<file path="src/rtl/muldiv_pkg.sv">
// Shared encodings for the iterative multiply/divide unit: operation codes,
// FSM states, iteration count and a small magnitude helper.
package muldiv_pkg;

  localparam int ITER  = 32;
  localparam int CNT_W = $clog2(ITER);

  typedef enum logic [1:0] {
    OP_MULT  = 2'b00,
    OP_MULTU = 2'b01,
    OP_DIV   = 2'b10,
    OP_DIVU  = 2'b11
  } op_e;

  typedef enum logic [1:0] {
    IDLE = 2'b00,
    RUN  = 2'b01,
    FIN  = 2'b10
  } state_e;

  // Two's-complement magnitude; 0x80000000 maps to itself, read as unsigned.
  function automatic logic [31:0] abs32(input logic [31:0] v);
    return v[31] ? (~v + 32'd1) : v;
  endfunction

endpackage

</file>
<file path="src/rtl/muldiv_unit.sv">
// Iterative 32x32 multiply / 32/32 divide (MIPS HI/LO style), one bit per
// cycle on a single shared 33-bit adder, fixed 34-cycle latency.
module muldiv_unit
  import muldiv_pkg::*;
(
  input  logic        clk,
  input  logic        rst,
  input  logic        start,
  input  logic [1:0]  op,
  input  logic [31:0] a,
  input  logic [31:0] b,
  input  logic        cancel,
  output logic        busy,
  output logic [31:0] hi_o,
  output logic [31:0] lo_o,
  output logic        done
);

  state_e             state_q, state_d;
  logic [CNT_W-1:0]   cnt_q, cnt_d;
  logic [63:0]        acc_q, acc_d;
  logic [31:0]        opnd_q, opnd_d;
  logic               is_div_q, is_div_d;
  logic               sa_q, sa_d;
  logic               sb_q, sb_d;
  logic               dz_q, dz_d;
  logic               busy_q, busy_d;
  logic               done_q, done_d;
  logic [31:0]        hi_q, hi_d;
  logic [31:0]        lo_q, lo_d;

  logic               signed_op;
  logic               in_sa, in_sb;
  logic [31:0]        mag_a, mag_b;
  logic [32:0]        add_x, add_y, add_sum;
  logic [63:0]        prod_fix;
  logic [31:0]        quot_fix, rem_fix;

  assign signed_op = (op == OP_MULT) || (op == OP_DIV);
  assign in_sa     = signed_op && a[31];
  assign in_sb     = signed_op && b[31];
  assign mag_a     = in_sa ? abs32(a) : a;
  assign mag_b     = in_sb ? abs32(b) : b;

  // Multiply: acc[63:32] + multiplicand. Divide: (rem<<1 | next bit) - divisor,
  // done as add of the inverted divisor with carry-in; sum[32]=1 means borrow.
  assign add_x   = is_div_q ? acc_q[63:31] : {1'b0, acc_q[63:32]};
  assign add_y   = is_div_q ? ~{1'b0, opnd_q} : {1'b0, opnd_q};
  assign add_sum = add_x + add_y + {32'd0, is_div_q};

  assign prod_fix = (sa_q ^ sb_q) ? (~acc_q + 64'd1) : acc_q;
  assign quot_fix = dz_q ? 32'hFFFF_FFFF
                         : ((sa_q ^ sb_q) ? (~acc_q[31:0] + 32'd1) : acc_q[31:0]);
  assign rem_fix  = sa_q ? (~acc_q[63:32] + 32'd1) : acc_q[63:32];

  always_comb begin
    state_d  = state_q;
    cnt_d    = cnt_q;
    acc_d    = acc_q;
    opnd_d   = opnd_q;
    is_div_d = is_div_q;
    sa_d     = sa_q;
    sb_d     = sb_q;
    dz_d     = dz_q;
    hi_d     = hi_q;
    lo_d     = lo_q;
    done_d   = 1'b0;

    case (state_q)
      IDLE: begin
        if (start && !cancel) begin
          is_div_d = op[1];
          sa_d     = in_sa;
          sb_d     = in_sb;
          dz_d     = op[1] && (b == 32'd0);
          // Low half of acc holds the bits consumed LSB-first (multiply)
          // or MSB-first (divide); opnd is the adder's second operand.
          acc_d    = {32'd0, op[1] ? mag_a : mag_b};
          opnd_d   = op[1] ? mag_b : mag_a;
          cnt_d    = '0;
          state_d  = RUN;
        end
      end

      RUN: begin
        if (cancel) begin
          cnt_d   = '0;
          state_d = IDLE;
        end else begin
          cnt_d = cnt_q + CNT_W'(1);
          if (is_div_q) begin
            acc_d = add_sum[32] ? {acc_q[62:0], 1'b0}
                                : {add_sum[31:0], acc_q[30:0], 1'b1};
          end else begin
            acc_d = acc_q[0] ? {add_sum, acc_q[31:1]}
                             : {1'b0, acc_q[63:1]};
          end
          if (cnt_q == CNT_W'(ITER - 1)) begin
            state_d = FIN;
          end
        end
      end

      FIN: begin
        state_d = IDLE;
        if (!cancel) begin
          done_d = 1'b1;
          if (is_div_q) begin
            hi_d = rem_fix;
            lo_d = quot_fix;
          end else begin
            hi_d = prod_fix[63:32];
            lo_d = prod_fix[31:0];
          end
        end
      end

      default: begin
        state_d = IDLE;
        cnt_d   = '0;
      end
    endcase

    busy_d = (state_d != IDLE);
  end

  always_ff @(posedge clk or posedge rst) begin
    if (rst) begin
      state_q  <= IDLE;
      cnt_q    <= '0;
      acc_q    <= '0;
      opnd_q   <= '0;
      is_div_q <= 1'b0;
      sa_q     <= 1'b0;
      sb_q     <= 1'b0;
      dz_q     <= 1'b0;
      busy_q   <= 1'b0;
      done_q   <= 1'b0;
      hi_q     <= '0;
      lo_q     <= '0;
    end else begin
      state_q  <= state_d;
      cnt_q    <= cnt_d;
      acc_q    <= acc_d;
      opnd_q   <= opnd_d;
      is_div_q <= is_div_d;
      sa_q     <= sa_d;
      sb_q     <= sb_d;
      dz_q     <= dz_d;
      busy_q   <= busy_d;
      done_q   <= done_d;
      hi_q     <= hi_d;
      lo_q     <= lo_d;
    end
  end

  assign busy = busy_q;
  assign done = done_q;
  assign hi_o = hi_q;
  assign lo_o = lo_q;

endmodule

</file>
<file path="config.mk">
export PLATFORM = sky130hd
export DESIGN_NAME = muldiv_unit
export DESIGN_NICKNAME = d
export VERILOG_FILES = /design/src/rtl/muldiv_pkg.sv /design/src/rtl/muldiv_unit.sv
export SDC_FILE = /design/constraint.sdc
export NUM_CORES = 1
export LEC_CHECK = 0
export BUFFER_PORTS_ARGS = -buffer_cell sky130_fd_sc_hd__buf_2
export CORE_ASPECT_RATIO = 0.7
export CORE_MARGIN = 3
export CORE_UTILIZATION = 50
export CTS_CLUSTER_SIZE = 10
export DETAILED_ROUTE_END_ITERATION = 16
export PLACE_DENSITY = 0.69
export SYNTH_ARGS = -nofsm -noshare
export SYNTH_HDL_FRONTEND = slang
export SYNTH_SLANG_ARGS = --single-unit
</file>
<file path="constraint.sdc">
create_clock -name clk -period 14.1 [get_ports clk]
set_clock_uncertainty 0.05 [all_clocks]
set_input_delay 2.82 -clock clk [delete_from_list [all_inputs] [get_ports clk]]
set_output_delay 2.82 -clock clk [all_outputs]
set_load 0.05 [all_outputs]
</file>
# After elaboration in Yosys (flattened, before gate mapping)
# Index checks and enable logic that the tools add are counted.
# word_totals
wordCells,79
regBits,173
# classes
reduce_logical,15
mux,29
bitwise,9
eq_ne,6
addsub,8
# op_table
cell,count
2-to-1 mux 64 bit,6
2-to-1 mux 32 bit,11
adder 32 x 1 -> 32 bit (second input constant),4
inverter 32 bit,4
case mux 64 bit (2 select lines),1
2-to-1 mux 33 bit,2
adder 64 x 1 -> 64 bit (second input constant),1
inverter 64 bit,1
adder 33 x 1 -> 33 bit,1
adder 33 bit,1
inverter 32 -> 33 bit,1
zero test 32 bit,1
case mux 5 bit (3 select lines),1
2-to-1 mux 5 bit,2
2-to-1 mux 2 bit,3
AND reduction 2 bit,3
adder 5 x 1 -> 5 bit (second input constant),1
equality test 5 bit (second input constant),1
equality test 2 bit (second input constant),2
logical AND 1 bit,4
zero test 2 bit,2
!= test 2 bit (second input constant),2
case mux 2 bit (2 select lines),1
nonzero test 2 bit,2
other kinds (7),9

# Logic depth before layout (Yosys ltp)
# logic_depth
ltp_word,8
mapped_depth,18

# Worst setup path before layout
# Ideal clock, no wire load.
# synth_timing
path_kind,in2reg
start,in b[9]
end,reg acc_q[26]
arrival_time_ns,5.430
setup_slack_ns,8.543
required_time_ns,13.973
stages,8
n_path_buf,0
cell_sequence,or4_4 or3_4 or4b_4 or4_1 o21a_1 xnor2_2 mux2_2 a21oi_1
# synth_between
elab_chain_cells,7
# synth_rtl
element,line_no,text
from (decl),muldiv_unit.sv:11,"input logic [31:0] b,"
inverter 32 bit,muldiv_pkg.sv:23,return v[31] ? (~v + 32'd1) : v;
adder 32 x 1 -> 32 bit,muldiv_pkg.sv:23,
2-to-1 mux 32 bit,muldiv_pkg.sv:23,
2-to-1 mux 32 bit,muldiv_unit.sv:43,assign mag_b = in_sb ? abs32(b) : b;
2-to-1 mux 32 bit,muldiv_unit.sv:78,"acc_d = {32'd0, op[1] ? mag_a : mag_b};"
2-to-1 mux 64 bit,muldiv_unit.sv:71,if (start && !cancel) begin
case mux 64 bit (2 select lines),muldiv_unit.sv:69,case (state_q)
to (signal assigned),muldiv_unit.sv:131,acc_q <= '0;
to (signal assigned),muldiv_unit.sv:144,acc_q <= acc_d;
to (decl),muldiv_unit.sv:21,"logic [63:0] acc_q, acc_d;"
# No other way between the ends. The select of a mux whose other input is x is not followed.
# A chain may end at the register's enable or synchronous reset.

# Worst setup path in the final report
# layout_timing
start,reg is_div_q
end,reg acc_q[61]
# layout_between
elab_chain_cells,7
# layout_rtl
element,line_no,text
from (decl),muldiv_unit.sv:23,"logic is_div_q, is_div_d;"
from (signal assigned),muldiv_unit.sv:146,is_div_q <= is_div_d;
"2-to-1 mux 33 bit, on equally long branches","muldiv_unit.sv:47, muldiv_unit.sv:48",
adder 33 bit,muldiv_unit.sv:49,"assign add_sum = add_x + add_y + {32'd0, is_div_q};"
adder 33 x 1 -> 33 bit,muldiv_unit.sv:49,
"2-to-1 mux 64 bit, on equally long branches","muldiv_unit.sv:95, muldiv_unit.sv:92",
2-to-1 mux 64 bit (*),muldiv_unit.sv:91,if (is_div_q) begin
2-to-1 mux 64 bit (*),muldiv_unit.sv:86,if (cancel) begin
case mux 64 bit (2 select lines) (*),muldiv_unit.sv:69,
# Mark *: on every way between the ends. The rest lies on a longest branch, timed or not. The select of a mux whose other input is x is not followed.

==> results.toml <==
[sta]
hold_violations = 0
period_share_pct = 39.32
rsz0062_at_grt = "false"
setup_viol = 0
maxSlewViolCount = 0
max_freq_mhz = 180.4
setup_ws_ps = 8555
timing.setup.tns_ps = 0
worst_pin_slew_ps = 1311
relSlewSlack_pct = 11.98
final.min_clock_period_ps = 5545

[setup_path]
slowest_stage = "dfrtp_4"
endpoint_kind = "flop"
path_max_fanout = 73
required_ps = 14410
start_kind = "flop"
path_class = "flop to flop"
path_buf_inv = 1
critical-path-top-delay-family = "compound AO/OA/AOI/OAI gates"
path_cells = "buf_4 -> mux2_2 -> ha_1 -> nand2_1 -> o31ai_1 -> o31ai_1 -> o311ai_1 -> nand2_1 -> a21bo_2 -> xnor2_1 -> mux2i_1 -> a211oi_1"
crit_path_max_incr_delay_ps = 980
arrival_ps = 5860

[die]
dieArea_um2 = 29460
core-area_um2 = 26840
fp.dieW_um = 203.9
num_rows = 50
ios = 136
start_util_pct = 51.05
die_h_um = 144.5

[routing]
via_per_inst = 6.084
routedWlPerCell_um = 20.03
drt-initial-drc-count = 1517
drcViolationCount = 0
drt_wl_total_um = 42510
vias = 12910
drt_first_pass_iters = 5
drtAntennaViolNets = 0

[placement]
place_hpwl_um = 32590
dp_cells = 2090
gp_congestion = 0.9760
post-place-ws_ps = 8225
io_buffers = 135

[synth]
syn-instance-count = 1707
ys_top_cells_by_count = "a21oi_1, nor2_1, dfrtp_1"
synth_edf_count = 0
synth.most_common_cell = "a21oi_1"
yosysSeqAreaShare_pct = 31.60
syn_area_per_cell_um2 = 8.026
synth_nets = 1815
synth_area_leaders = "dfrtp_1, a21oi_1, xor2_1"
synth_cell_type_count = 75
yosys.area.top_type_share_pct = 31.60
ys_async_sr_fraction_pct = 100.0
yosysTopAreaCell = "dfrtp_1"
yosysWarnings = 0
netlist_area_um2 = 13700
synthFlopType = "dfrtp_1"
synth-seq-cells = 173

[grt]
grt_pass1_vias = 11180
grt_max_degree = 97
antenna_found_initial = 1
grt-ovfl-total = 0
grt_pass1_wl_um = 65170
grt_usage_pct = 28.26

[cts]
cts_htree_levels = 4
post-cts-setup-buffer-count = 0
numCtsBuffers = 17
cts.sinks = 173
clkTransAtPathRegs_ps = 80
cts_root_buf = "clkbuf_16"
cts-hold-fix-buffers = 0
cts_resized = 0
cts_tree = "built"
clk_latency_ps = 450
clk_path_buf_depth = 2

[cells_and_area]
fin_nets = 1853
final-seq-area_um2 = 4333
multi_input_area_um2 = 8776
final_cell_count_no_fill = 2122
drive_gt1_share_pct = 13.88
area_delta_synth_final_pct = 10.36
n_fill_cell = 2439
antenna_cells = 0

[run_status]
status = "completed"

[power]
p_per_area_nw_per_um2 = 194.7
power_leakage_uw = 0.006940
ir_drop_mv = 0.09566

[job]
cap_violations = 0

[hold_path]
hold_class = "flop to flop"
==> layout make-up <==
class | instances | share of cell area [%]
multi-input cells | 1371 | 58.04
flip-flops and latches | 173 | 28.66
repair buffers | 148 | 5.114
well taps | 364 | 3.012
clock buffers | 17 | 2.814
clock inverters | 15 | 1.481
inverters | 34 | 0.8772
==> kinds of logic after synthesis <==
logic type	Yosys count	synth area share, %
adders and majority gates	38	3.525
and+or+nand+nor	515	17.07
DFF	173	31.60
buffers and inverters	163	4.502
xor gates and xnor gates	186	11.95
AOI/OAI and AO/OA	522	23.00
muxes	110	8.365
==> power by group <==
part	switching, uW	internal (uW)
combinational	974	650
clock	224	304
sequential	209	583
==> per-stage QoR <==
step	hold WS, ps	instance area [um^2]	utilization, %	power [uW]
global route	464.7	15120	56.34	3137
CTS	432.3	15120	56.34	2899
global placement	407.2	14470	53.92	2340
finish	425.3	15120	56.34	2944
floorplan	418.9	13700	-	1939
detailed placement	417.1	14470	53.92	2367
==> state kept, by name (all words and copies together), names as in the netlist <==
name	cells
busy	1
dz_q	1
state_q	2
opnd_q	32
acc_q	64
done	1
sa_q	1
is_div_q	1
hi_o	32
cnt_q	5
sb_q	1
lo_o	32
==> final timing paths <==
kind | startpoint | end | slack, ps | cells past startpoint
setup / recovery | is_div_q | acc_q[61] | 8560 | 12
hold / removal | hi_o[0] | hi_o[0] | 430 | 2
setup reg to reg | is_div_q | acc_q[61] | 8560 | 12
hold reg to reg | hi_o[0] | hi_o[0] | 430 | 2
max in group asynchronous | rst | acc_q[13] | 9970 | 3
min in group asynchronous | rst | cnt_q[1] | 2480 | 2
==> worst min-delay path, stage by stage (launching register included) <==
cell	delay [ps]
dfrtp_1	340
nand2_1	50
o21ai_0	60
==> routing by layer <==
layer	global-route usage (%)	up-vias	wire length, um
met5	0	-	13
met4	3.873	2	270
met3	7.222	27	4246
met2	37.40	548	16750
met1	46.12	6168	21220
li1	-	6166	-
==> placed cells by master (no fill, tap or decap), types with 5 or more instances in the layout <==
cell / instances
a211oi_1: 16
a21o_1: 21
a21oi_1: 199
a221o_1: 5
a31oi_1: 17
a32o_1: 5
and3_1: 13
buf_2: 135
buf_4: 13
clkbuf_16: 17
dfrtp_1: 172
ha_1: 37
inv_1: 32
inv_6: 5
mux2_2: 36
mux2i_1: 74
nand2_1: 171
nand2b_1: 14
nand3_1: 16
nand4_1: 6
nor2_1: 187
nor2b_1: 5
nor3_1: 42
nor4_1: 9
o211ai_1: 9
o21a_1: 8
o21ai_0: 128
o21ai_1: 23
o221ai_1: 15
o31ai_1: 21
o41ai_1: 12
or3_1: 15
or4_1: 10
xnor2_1: 89
xor2_1: 95
No activity file was read; power rests on OpenSTA's default activity.
